==> src/rtl/ws2812_ram_arb.sv <==
// ws2812_ram_arb: shares the single-port LED RAM between one host writer and NUM_CH channel readers.
// Defining WS2812_ARB_STATS_EN adds a write/read conflict counter (stat_clr_in, conf_cnt_out).
module ws2812_ram_arb #(
  parameter int CH_BITS      = 2,
  parameter int WR_BURST_MAX = 4,
  parameter int NUM_CH       = 1 << CH_BITS,
  parameter int AW           = CH_BITS + 6
) (
  input  logic                clk_in,
  input  logic                rst_n_in,
  input  logic                wr_req_in,
  input  logic [AW-1:0]       wr_addr_in,
  input  logic [31:0]         wr_data_in,
  output logic                wr_ack_out,
  input  logic [NUM_CH-1:0]   rd_req_in,
  input  logic [NUM_CH*6-1:0] rd_addr_in,
  output logic [NUM_CH-1:0]   rd_ack_out,
  output logic [31:0]         rd_data_out,
`ifdef WS2812_ARB_STATS_EN
  input  logic                stat_clr_in,
  output logic [15:0]         conf_cnt_out,
`endif
  output logic                ram_wr_en_out,
  output logic                ram_rd_en_out,
  output logic [AW-1:0]       ram_addr_out,
  output logic [31:0]         ram_wr_data_out,
  input  logic [31:0]         ram_rd_data_in
);
  typedef enum logic [1:0] {IDLE, ACCESS, DONE} state_t;
  state_t             state_q;
  logic [CH_BITS-1:0] ptr_q, ch_q, rr_sel, idx;
  logic [3:0]         cnt_q;
  logic               wr_q, rd_pend, wr_gnt;
  logic [5:0]         rd_idx;
  // Search from ptr+1 upward; iterating downward lets the nearest requester win.
  always_comb begin
    rr_sel = '0;
    idx    = '0;
    for (int i = NUM_CH; i >= 1; i--) begin
      idx = ptr_q + CH_BITS'(i);
      if (rd_req_in[idx]) rr_sel = idx;
    end
    rd_idx  = rd_addr_in[6*int'(rr_sel) +: 6];
    rd_pend = |rd_req_in;
    wr_gnt  = wr_req_in && (!rd_pend || cnt_q < 4'(WR_BURST_MAX));
  end
  always_ff @(posedge clk_in or negedge rst_n_in)
    if (!rst_n_in) begin
      state_q         <= IDLE;
      ptr_q           <= CH_BITS'(NUM_CH - 1);
      cnt_q           <= '0;
      ch_q            <= '0;
      wr_q            <= 1'b0;
      wr_ack_out      <= 1'b0;
      rd_ack_out      <= '0;
      rd_data_out     <= '0;
      ram_wr_en_out   <= 1'b0;
      ram_rd_en_out   <= 1'b0;
      ram_addr_out    <= '0;
      ram_wr_data_out <= '0;
    end else begin
      wr_ack_out    <= 1'b0;
      rd_ack_out    <= '0;
      ram_wr_en_out <= 1'b0;
      ram_rd_en_out <= 1'b0;
      case (state_q)
        IDLE:
          if (wr_gnt) begin
            state_q         <= ACCESS;
            wr_q            <= 1'b1;
            ram_wr_en_out   <= 1'b1;
            ram_addr_out    <= wr_addr_in;
            ram_wr_data_out <= wr_data_in;
            cnt_q           <= rd_pend ? cnt_q + 4'd1 : 4'd0;
          end else if (rd_pend) begin
            state_q       <= ACCESS;
            wr_q          <= 1'b0;
            ch_q          <= rr_sel;
            ptr_q         <= rr_sel;
            cnt_q         <= '0;
            ram_rd_en_out <= 1'b1;
            ram_addr_out  <= {rr_sel, rd_idx};
          end
        ACCESS: state_q <= DONE;
        default: begin
          state_q <= IDLE;
          if (wr_q) wr_ack_out <= 1'b1;
          else begin
            rd_ack_out  <= NUM_CH'(1) << ch_q;
            rd_data_out <= ram_rd_data_in;
          end
        end
      endcase
    end
`ifdef WS2812_ARB_STATS_EN
  always_ff @(posedge clk_in or negedge rst_n_in)
    if (!rst_n_in) conf_cnt_out <= '0;
    else if (stat_clr_in) conf_cnt_out <= '0;
    else if (state_q == IDLE && wr_req_in && rd_pend && conf_cnt_out != 16'hFFFF)
      conf_cnt_out <= conf_cnt_out + 16'd1;
`endif
endmodule

==> config.mk <==
export PLATFORM = sky130hd
export DESIGN_NAME = ws2812_ram_arb
export DESIGN_NICKNAME = d
export VERILOG_FILES = /design/src/rtl/ws2812_ram_arb.sv
export SDC_FILE = /design/constraint.sdc
export NUM_CORES = 1
export LEC_CHECK = 0
export ABC_AREA = 1
export ABC_CLOCK_PERIOD_IN_PS = 2600
export CORE_MARGIN = 2
export CORE_UTILIZATION = 44
export CTS_CLUSTER_SIZE = 14
export DETAILED_ROUTE_END_ITERATION = 8
export GPL_TIMING_DRIVEN = 0
export PLACE_DENSITY = 0.81
export RECOVER_POWER = 100
export SYNTH_ARGS = -nofsm -noshare
export SYNTH_HDL_FRONTEND = slang
export SYNTH_SLANG_ARGS = --single-unit
==> constraint.sdc <==
create_clock -name clk_in -period 2.6 [get_ports clk_in]
set_clock_uncertainty 0.05 [all_clocks]
set_input_delay 0.39 -clock clk_in [delete_from_list [all_inputs] [get_ports clk_in]]
set_output_delay 0.39 -clock clk_in [all_outputs]
set_load 0.005 [all_outputs]
==> impl_metrics.json <==
{
  "wl_per_cell_microns": 14.3,
  "cts_tree": "yes",
  "critical_path_class": "primary input to flop",
  "crit_path_end_kind": "flop",
  "period_minus_slack_ps": 2160,
  "worstPathArrival_ps": 2400,
  "h-tree-depth": 3,
  "nNetsFinal": 682,
  "drc": 0,
  "postCtsSetupRepairBufs": 0,
  "syn_avg_cell_area_sq_um": 10.1,
  "cts_hold_buf": 1,
  "cts-resized-gates": 0,
  "tns_ps": 0,
  "antenna_cells": 0,
  "yosysMostFrequentCell": "nand2_1",
  "finalCritPeriodShare_pct": 83.1,
  "grt_max_degree": 71,
  "clkTransAtPathRegs_ps": 90,
  "utilization_pct": 70.6,
  "dieArea_sq_um": 9620,
  "place_inst": 674,
  "synth_flop_cell": "dfrtp_1",
  "cts_root_buf": "clkbuf_8",
  "synth_cells": 384,
  "power.density_nw_per_um2": 1150,
  "holdCritPathClass": "flop to flop",
  "synth_cell_types": 27,
  "drtAntennaViolNets": 0,
  "synth-edff-count": 0,
  "clkSinkCount": 90,
  "clk_latency_ps": 340,
  "io_pins": 182,
  "async_reset_ff_share_pct": 100,
  "slew_headroom_pct": 8.20,
  "wl_microns": 9900,
  "final_hold_viol_count": 0,
  "fin_cells": 691,
  "dr.pass1.iters": 4,
  "drt_iter0_markers": 98,
  "cp_max_fo": 10,
  "via_per_inst": 4.87,
  "status": "completed",
  "synth_top_cell_by_area": "dfrtp_1",
  "first_global_vias": 3457,
  "fp.dieW_microns": 98.1,
  "core_area_sq_um": 8640,
  "num_vias": 3365,
  "synth_seq_cells": 90,
  "yosysTopAreaCellShare_pct": 56.5,
  "irDropWorstVdd_uv": 527,
  "place_congestion": 0.894,
  "slew_viol_final": 0,
  "start_kind": "primary input",
  "synth.area.top_cells": "dfrtp_1 (57%), nand2_1 (13%), mux2_2 (9.3%), nand3_1 (4.8%), buf_6 (2.0%)",
  "drv_cap": 0,
  "grt_pass1_wl_microns": 16300,
  "leakage_nw": 2.90,
  "synthesis.area_sq_um": 3890,
  "drive_gt1_share_pct": 14.8,
  "max_freq_mhz": 463,
  "dpl.hpwl_microns": 7560,
  "start_util_pct": 45.1,
  "ys_warn_count": 0,
  "post-place-ws_ps": 330,
  "rows": 34,
  "grt-ovfl-total": 0,
  "grt_usage_pct": 20.8,
  "rsz0062_at_grt": "no",
  "cp.required_ps": 2830,
  "cts_buffers": 9,
  "setup_viol_count_final": 0,
  "syn_to_final_growth_pct": 56.5,
  "cts_buffer_depth": 2,
  "fin_ws_ps": 438,
  "die_h_microns": 98.1,
  "ys_top_cells_by_count": "nand2_1 (138), dfrtp_1 (88), nand3_1 (37), mux2_2 (32), inv_1 (16)",
  "port_buffers": 181,
  "antenna_found_initial": 0,
  "tightestPinTransition_ps": 1380,
  "syn-num-nets": 488,
  "seq_area_frac_synth_pct": 57.9
}
registers in the layout (all words and copies together) (netlist names), 2 cells and up:
register and cells:
ram_wr_data_out 32, rd_data_out 32, ram_addr_out 8, cnt_q 4, rd_ack_out 4, ch_q 2, ptr_q 2, state_q 2
logic make-up after synthesis:
kind of cell | count (synthesis) | synth area share (%)
simple gates | 204 | 23.6
flops | 90 | 57.9
buf+inv | 39 | 5.85
mux | 32 | 9.25
compound gates | 17 | 2.86
xor+xnor | 1 | 0.225
fa+ha+maj | 1 | 0.321
power by group:
group | internal (mW) | switching, mW | total (mW)
sequential | 2.07 | 0.318 | 2.39
combinational | 1.84 | 1.65 | 3.49
clock | 0.640 | 0.473 | 1.11
total | 4.56 | 2.44 | 7.00
path summary, 6_finish.rpt:
path	from	end	slack, ps	cells past startpoint
max in group asynchronous	rst_n_in	cnt_q[1]$_DFFE_PN0P_	690	3
min in group asynchronous	rst_n_in	rd_data_out[25]$_DFFE_PN0P_	840	2
max reg2reg	ptr_q[0]$_DFFE_PN1P_	ram_addr_out[0]$_DFFE_PN0P_	650	12
max	rd_req_in[1]	ram_addr_out[0]$_DFFE_PN0P_	440	9
min	ch_q[1]$_DFFE_PN0P_	rd_ack_out[1]$_DFF_PN0_	410	1
min reg2reg	ch_q[1]$_DFFE_PN0P_	rd_ack_out[1]$_DFF_PN0_	410	1
worst max-delay path, stage by stage:
cell	delay, ps
dlygate4sd3_1	610
inv_2	60
nand4_1	200
o21ai_0	120
and2_4	160
nor2_1	210
clkbuf_1	400
nand3_1	150
nand2_1	90
stage by stage:
stage | total power, mW | cell area [sq um] | hold slack, ps
CTS | 7.34 | 6110 | 406
floorplan | 4.37 | 3890 | 44.4
finish | 7.00 | 6100 | 409
detailed placement | 6.19 | 5870 | 260
global placement | 6.03 | 5840 | 395
global route | 7.53 | 6100 | 450
metal layers:
metal  track usage [%]  vias to the layer above  wire length [microns]
li1                  -                     1623                      -
met1              27.2                     1593                   4200
met2              34.9                      136                   4870
met3              4.58                       13                    710
met4              6.30                        0                    123
met5                 0                        -                      0
final cells by class:
cell class,count,area (sq um)
inverters,23,96.3
fillers,641,2540
repair buffers,183,1840
multi-input cells,255,1410
flip-flops and latches,90,2250
well taps,108,135
plain buffers,16,126
clock buffers,11,131
clock inverters,5,104
cell usage in the layout, fill, tap and decap left out, drive strengths merged:
master         instances
nor2                   4
bufinv                 3
dlygate4sd3           81
o21ai                 10
a22o                   6
buf                   11
clkdlybuf4s50        100
nand3                 38
xnor2                  1
ha                     1
a21oi                  1
dfstp                  2
clkbuf                18
nand4                  1
nand2                156
nor3                   4
dfrtp                 88
clkinv                 2
mux2                  32
and2                   1
inv                   23
Note: power is estimated with default switching activity, not from simulation.
